--- config.mk ---
export PLATFORM = sky130hd
export DESIGN_NAME = sc_sng_flat
export DESIGN_NICKNAME = d
export VERILOG_FILES = /design/src/rtl/sc_pkg.sv /design/src/rtl/sc_sng_if.sv /design/src/rtl/sc_lfsr.sv /design/src/rtl/sc_sng.sv /design/src/flat_wrapper.sv
export SDC_FILE = /design/constraint.sdc
export NUM_CORES = 1
export LEC_CHECK = 0
export ABC_AREA = 1
export CAP_MARGIN = 20
export CORE_AREA = 5 5 61 63
export DETAILED_ROUTE_END_ITERATION = 6
export DIE_AREA = 0 0 66 68
export PLACE_DENSITY_LB_ADDON = 0.25
export SYNTH_ARGS = -nofsm -noshare
export SYNTH_HDL_FRONTEND = slang
export SYNTH_SLANG_ARGS = --single-unit
--- constraint.sdc ---
create_clock -name clk -period 1.79 [get_ports clk]
set_clock_uncertainty 0.1 [all_clocks]
set_input_delay 0.358 -clock clk [delete_from_list [all_inputs] [get_ports clk]]
set_output_delay 0.358 -clock clk [all_outputs]
set_load 0.03 [all_outputs]
--- src/rtl/sc_pkg.sv ---
// +----------------------------------------------------------------------------+
// | sc_pkg : shared stochastic-computing types, constants and LFSR step        |
// | Revision: 1.0                                                               |
// +----------------------------------------------------------------------------+
`default_nettype none

package sc_pkg;

  localparam int SC_WIDTH = 8;
  localparam logic [SC_WIDTH-1:0] SC_TAPS = 8'hB8;

  typedef enum logic [1:0] {
    IDLE = 2'd0,
    RUN  = 2'd1,
    DONE = 2'd2
  } sng_state_t;

  // The zero-detect term splices state 0 into the m-sequence, giving a full 2^W period.
  function automatic logic [SC_WIDTH-1:0] de_bruijn_next(
    input logic [SC_WIDTH-1:0] q,
    input logic [SC_WIDTH-1:0] taps = SC_TAPS
  );
    logic fb;
    fb = (^(q & taps)) ^ (q[SC_WIDTH-2:0] == '0);
    return {q[SC_WIDTH-2:0], fb};
  endfunction

endpackage

`default_nettype wire

--- src/rtl/sc_sng_if.sv ---
// +----------------------------------------------------------------------------+
// | sc_sng_if : operand / bitstream interface of the stochastic generator      |
// | Revision: 1.0                                                               |
// +----------------------------------------------------------------------------+
`default_nettype none

interface sc_sng_if import sc_pkg::*; #(
  parameter int WIDTH = SC_WIDTH
);

  logic             start;
  logic [WIDTH-1:0] x;
  logic             seed_ld;
  logic [WIDTH-1:0] seed;
  logic             busy;
  logic             sn;
  logic             sn_valid;
  logic             last;
  logic             done;

  modport master (
    output start, x, seed_ld, seed,
    input  busy, sn, sn_valid, last, done
  );

  modport slave (
    input  start, x, seed_ld, seed,
    output busy, sn, sn_valid, last, done
  );

endinterface

`default_nettype wire

--- src/rtl/sc_lfsr.sv ---
// +----------------------------------------------------------------------------+
// | sc_lfsr : de Bruijn-extended Fibonacci LFSR with load and enable           |
// | Revision: 1.0                                                               |
// +----------------------------------------------------------------------------+
`default_nettype none

module sc_lfsr import sc_pkg::*; #(
  parameter int               WIDTH = SC_WIDTH,
  parameter logic [WIDTH-1:0] TAPS  = SC_TAPS,
  parameter logic [WIDTH-1:0] SEED  = {{(WIDTH-1){1'b0}}, 1'b1}
) (
  input  wire logic             clk,
  input  wire logic             rst,
  input  wire logic             en,
  input  wire logic             ld,
  input  wire logic [WIDTH-1:0] d,
  output logic      [WIDTH-1:0] q
);

  logic [WIDTH-1:0] r_q;
  logic [WIDTH-1:0] w_next;

  generate
    if (WIDTH == SC_WIDTH) begin : g_pkg_step
      assign w_next = de_bruijn_next(r_q, TAPS);
    end else begin : g_generic_step
      assign w_next = {r_q[WIDTH-2:0], (^(r_q & TAPS)) ^ (r_q[WIDTH-2:0] == '0)};
    end
  endgenerate

  // Load wins over advance so a seed written in the same cycle is never skipped.
  always_ff @(posedge clk) begin
    if (!rst) begin
      r_q <= SEED;
    end else if (ld) begin
      r_q <= d;
    end else if (en) begin
      r_q <= w_next;
    end
  end

  assign q = r_q;

endmodule

`default_nettype wire

--- src/rtl/sc_sng.sv ---
// +----------------------------------------------------------------------------+
// | sc_sng : exact unipolar stochastic number generator (LFSR comparator)      |
// | Revision: 1.0                                                               |
// +----------------------------------------------------------------------------+
`default_nettype none

module sc_sng import sc_pkg::*; #(
  parameter int               WIDTH = SC_WIDTH,
  parameter logic [WIDTH-1:0] TAPS  = SC_TAPS,
  parameter logic [WIDTH-1:0] SEED  = {{(WIDTH-1){1'b0}}, 1'b1}
) (
  input  wire logic clk,
  input  wire logic rst,
  sc_sng_if.slave   bus
);

  localparam logic [WIDTH:0] c_len_last = {1'b0, {WIDTH{1'b1}}};

  sng_state_t       r_state;
  logic [WIDTH-1:0] r_x_q;
  logic [WIDTH:0]   r_len;
  logic             r_busy;
  logic             r_sn;
  logic             r_sn_valid;
  logic             r_last;
  logic             r_done;

  logic [WIDTH-1:0] w_lfsr_q;
  logic             w_lfsr_en;
  logic             w_lfsr_ld;

  assign w_lfsr_en = (r_state == RUN);
  assign w_lfsr_ld = (r_state == IDLE) && bus.seed_ld;

  sc_lfsr #(
    .WIDTH (WIDTH),
    .TAPS  (TAPS),
    .SEED  (SEED)
  ) u_lfsr (
    .clk (clk),
    .rst (rst),
    .en  (w_lfsr_en),
    .ld  (w_lfsr_ld),
    .d   (bus.seed),
    .q   (w_lfsr_q)
  );

  always_ff @(posedge clk) begin
    if (!rst) begin
      r_state    <= IDLE;
      r_x_q      <= '0;
      r_len      <= '0;
      r_busy     <= 1'b0;
      r_sn       <= 1'b0;
      r_sn_valid <= 1'b0;
      r_last     <= 1'b0;
      r_done     <= 1'b0;
    end else begin
      r_busy     <= 1'b0;
      r_sn       <= 1'b0;
      r_sn_valid <= 1'b0;
      r_last     <= 1'b0;
      r_done     <= 1'b0;
      case (r_state)
        IDLE: begin
          if (bus.start) begin
            r_state <= RUN;
            r_x_q   <= bus.x;
            r_len   <= '0;
            r_busy  <= 1'b1;
          end
        end
        RUN: begin
          // Every LFSR state appears once per stream, so exactly x_q of them fall below x_q.
          r_sn       <= (w_lfsr_q < r_x_q);
          r_sn_valid <= 1'b1;
          r_len      <= r_len + 1'b1;
          if (r_len == c_len_last) begin
            r_last  <= 1'b1;
            r_state <= DONE;
          end else begin
            r_busy  <= 1'b1;
          end
        end
        DONE: begin
          r_done  <= 1'b1;
          r_state <= IDLE;
        end
        default: r_state <= IDLE;
      endcase
    end
  end

  assign bus.busy     = r_busy;
  assign bus.sn       = r_sn;
  assign bus.sn_valid = r_sn_valid;
  assign bus.last     = r_last;
  assign bus.done     = r_done;

endmodule

`default_nettype wire

--- src/flat_wrapper.sv ---
// flat-port wrapper written by rule: the top's interface ports become plain ports
module sc_sng_flat import sc_pkg::*;
#(
  parameter int               WIDTH = SC_WIDTH,
  parameter logic [WIDTH-1:0] TAPS  = SC_TAPS,
  parameter logic [WIDTH-1:0] SEED  = {{(WIDTH-1){1'b0}}, 1'b1}
)
  (clk, rst, bus_start, bus_x, bus_seed_ld, bus_seed, bus_busy, bus_sn, bus_sn_valid, bus_last, bus_done);
  sc_sng_if #(.WIDTH(WIDTH)) bus_i ();
  input  wire logic clk;
  input  wire logic rst;
  input wire logic [$bits(bus_i.start)-1:0] bus_start;
  input wire logic [$bits(bus_i.x)-1:0] bus_x;
  input wire logic [$bits(bus_i.seed_ld)-1:0] bus_seed_ld;
  input wire logic [$bits(bus_i.seed)-1:0] bus_seed;
  output wire logic [$bits(bus_i.busy)-1:0] bus_busy;
  output wire logic [$bits(bus_i.sn)-1:0] bus_sn;
  output wire logic [$bits(bus_i.sn_valid)-1:0] bus_sn_valid;
  output wire logic [$bits(bus_i.last)-1:0] bus_last;
  output wire logic [$bits(bus_i.done)-1:0] bus_done;
  assign bus_i.start = bus_start;
  assign bus_i.x = bus_x;
  assign bus_i.seed_ld = bus_seed_ld;
  assign bus_i.seed = bus_seed;
  assign bus_busy = bus_i.busy;
  assign bus_sn = bus_i.sn;
  assign bus_sn_valid = bus_i.sn_valid;
  assign bus_last = bus_i.last;
  assign bus_done = bus_i.done;
  sc_sng #(.WIDTH(WIDTH), .TAPS(TAPS), .SEED(SEED)) u_core (.clk(clk), .rst(rst), .bus(bus_i));
endmodule
==> reports/metrics.yaml <==
synthAdderAreaFrac_pct: 8.17
synth_nets: 228
holdWs_ns: 0.355
synth_top_area_share_pct: 41.8
synth_top_family_by_area: "simple AND/OR/NAND/NOR gates"
worstReg2RegStart: "u_core.r_len[0]"
worstRegToRegCells: 7
tightest_slew_ns: 0.315
synth_cell_types: 29
period_share_pct: 86.7
overflow: 0
drcViolationCount: 0
die_x_um: 66
crit_type: "reg2reg"
synth_xor_area_share_pct: 0.572
place_area_um2: 1830
hpwl_um: 2290
dp.cells: 268
worst-path-max-fanout: 4
synthMuxAreaShare_pct: 0
yosysSeqAreaShare_pct: 41.8
max_stage_delay_ns: 0.38
cts_num_sinks: 32
cp_slowest_cell: "dfxtp_1"
hold_viol: 0
holdPathEnd: "u_core.r_x_q[0]"
rows: 21
power_leakage_nw: 0.854
slew_viol_final: 0
powerDensity_nw_per_um2: 827
vias: 1320
crit_path_end_kind: "flip-flop"
grt_pass1_vias: 1242
fin_setup_tns_ns: 0
critPathArrivalTime_ns: 1.70
synthArstFlopShare_pct: 0
hold_class: "reg2reg"
area_growth_pct: 24.9
synthTopCellsByCount: "nand2_1, dfxtp_1, inv_1"
status: "completed"
crit_buf_inv: 1
synth_area_um2: 1530
drtPass1Iterations: 4
whs_path_depth: 2
drive_gt1_share_pct: 11.7
core_um2: 3180
routed_wl_um: 3050
synth-compound-area-share_pct: 17.0
first_iter_violations: 91
grtUsageTotal_pct: 16.2
cts_root_buf: "clkbuf_4"
clk_pin_slew_ns: 0.11
die_y_um: 68
antenna_found_initial: 0
drv_cap: 0
r2r-end: "u_core.r_len[8]"
synthTopCellsByArea: "dfxtp_1, nand2_1, ha_1"
fin_crit_ns: 1.55
fin_area_um2: 1910
fmax_ghz: 0.644
ant_nets: 0
netlist_instances: 198
grt_max_degree: 20
rsz0062_at_grt: "false"
synth.most_common_cell: "nand2_1"
cts.path.max_buffers: 2
max-slew-margin-rel_pct: 78.9
grt_pass1_wl_um: 5440
initial_utilization_pct: 48.2
nNetsFinal: 259
diodes: 0
synth_seq_cells: 32
synth_edf_count: 0
io_buffers: 24
io_pins: 25
fillers: 298
fin_cells: 276
crit_path_start_kind: "flip-flop"
cts_made_buffers: 5
htreeDepth: 2
critPathRequiredTime_ns: 1.94
syn_avg_cell_area_um2: 7.73
dieArea_um2: 4490
synthSimpleGateAreaFrac_pct: 22.7
setup_violations: 0
wire_per_inst_um: 11.1
ys_warn_count: 0
via_per_inst: 4.78
yosys.area.top_type: "dfxtp_1"
synthFlopType: "dfxtp_1"
crit_family: "adder cells"
crit_chain: "ha_1 -> nand3_1 -> inv_1 -> nand3_1 -> nor2_1 -> ha_1 -> o32ai_1"
tritoncts: "built"
insertion_delay_ns: 0.33
r2r_slack_ns: 0.24
place_congestion: 0.859
ir_worst_vdd_mv: 0.381
holdCritStartpoint: "u_core.r_x_q[0]"
through the flow:
stage                     utilization, %  total power (W)  setup slack [ns]
final                               60.2          0.00158             0.237
after global routing                60.2          0.00168             0.125
after CTS                           60.0          0.00161          0.000690
after detailed placement            57.6          0.00106            0.0364
after global placement              57.6          0.00105            0.0990
after floorplan                        -         0.000961             0.441
kinds of logic after synthesis:
group / Yosys count
compound gates: 45
fa+ha+maj: 10
flops: 32
xor+xnor: 1
simple gates: 76
buf+inv: 34
how the worst max path moves through the flow:
stage	depth (start not counted)	endpoint	from	slack, ns
finish	7	u_core.r_len[8]	u_core.r_len[0]	0.24
global route	8	u_core.bus.last	u_core.r_len[0]	0.12
CTS	1	bus_sn	u_core.bus.sn	0.0007
detailed placement	10	u_core.r_len[7]	bus_start	0.04
global placement	10	u_core.r_len[7]	bus_start	0.1
floorplan	7	u_core.r_len[8]	u_core.r_len[0]	0.44
power by group:
part | switching [W] | internal, W
Sequential | 0.0000258 | 0.000749
Combinational | 0.000143 | 0.000117
Clock | 0.000257 | 0.000291
repair_timing:
action / in CTS / in global routing
hold endpoints to repair: 0 / 0
gates resized for setup: 3 / 2
setup buffers: 0 / 0
gates cloned: 0 / 0
endpoints found under the setup margin: 3 / 2
hold buffers: 0 / 0
tightest hold or removal path, cell delays in order, from the launching register on:
cell and delay [ns]:
dfxtp_1 0.31, inv_1 0.05, a21oi_1 0.05
sequential cells by signal (all words and copies together), names as in the netlist:
name / count
u_core.bus.last: 1
u_core.u_lfsr.q: 8
u_core.r_x_q: 8
u_core.r_len: 9
u_core.bus.sn: 1
u_core.bus.done: 1
u_core.r_state: 2
u_core.bus.sn_valid: 1
u_core.bus.busy: 1
layout by cell type, fill, tap and decap left out:
| cell type | n |
|---|---|
| ha_1 | 10 |
| clkinv_2 | 1 |
| a21oi_1 | 16 |
| bufinv_16 | 1 |
| clkinv_4 | 1 |
| dfxtp_1 | 32 |
| nand3_1 | 11 |
| nor3_1 | 1 |
| inv_8 | 1 |
| dlygate4sd2_1 | 3 |
| inv_1 | 25 |
| a21oi_2 | 1 |
| buf_4 | 3 |
| clkbuf_4 | 5 |
| inv_2 | 4 |
| clkdlybuf4s50_1 | 19 |
| nand2_4 | 3 |
| o32ai_1 | 1 |
| clkinvlp_4 | 1 |
| and3_1 | 1 |
| a22oi_1 | 3 |
| xor2_1 | 1 |
| nor2_4 | 2 |
| nand2_2 | 2 |
| a211oi_1 | 2 |
| o211ai_2 | 1 |
| o21ai_1 | 5 |
| nand2_1 | 38 |
| a21boi_1 | 1 |
| nor2_1 | 17 |
| o21ai_0 | 11 |
| dlymetal6s2s_1 | 2 |
| a31oi_1 | 4 |
| nor2_2 | 1 |
area by class of cell:
class	instances	area, um2	area share, %
Clock buffer	5	37.5	1.96
Timing Repair Buffer	27	264	13.8
Multi-Input combinational cell	132	742	38.8
Clock inverter	3	42.5	2.22
Inverter	31	129	6.74
Tap cell	46	57.6	3.01
Sequential cell	32	641	33.5
per-layer routing:
metal | up-vias | GRT usage, % | routed length [um]
li1 | 710 | - | -
met1 | 578 | 18.3 | 1360
met2 | 27 | 27.5 | 1510
met3 | 5 | 5.09 | 125
met4 | 0 | 8.12 | 61
met5 | - | 0 | 0
(Power assumes the default switching activity.)
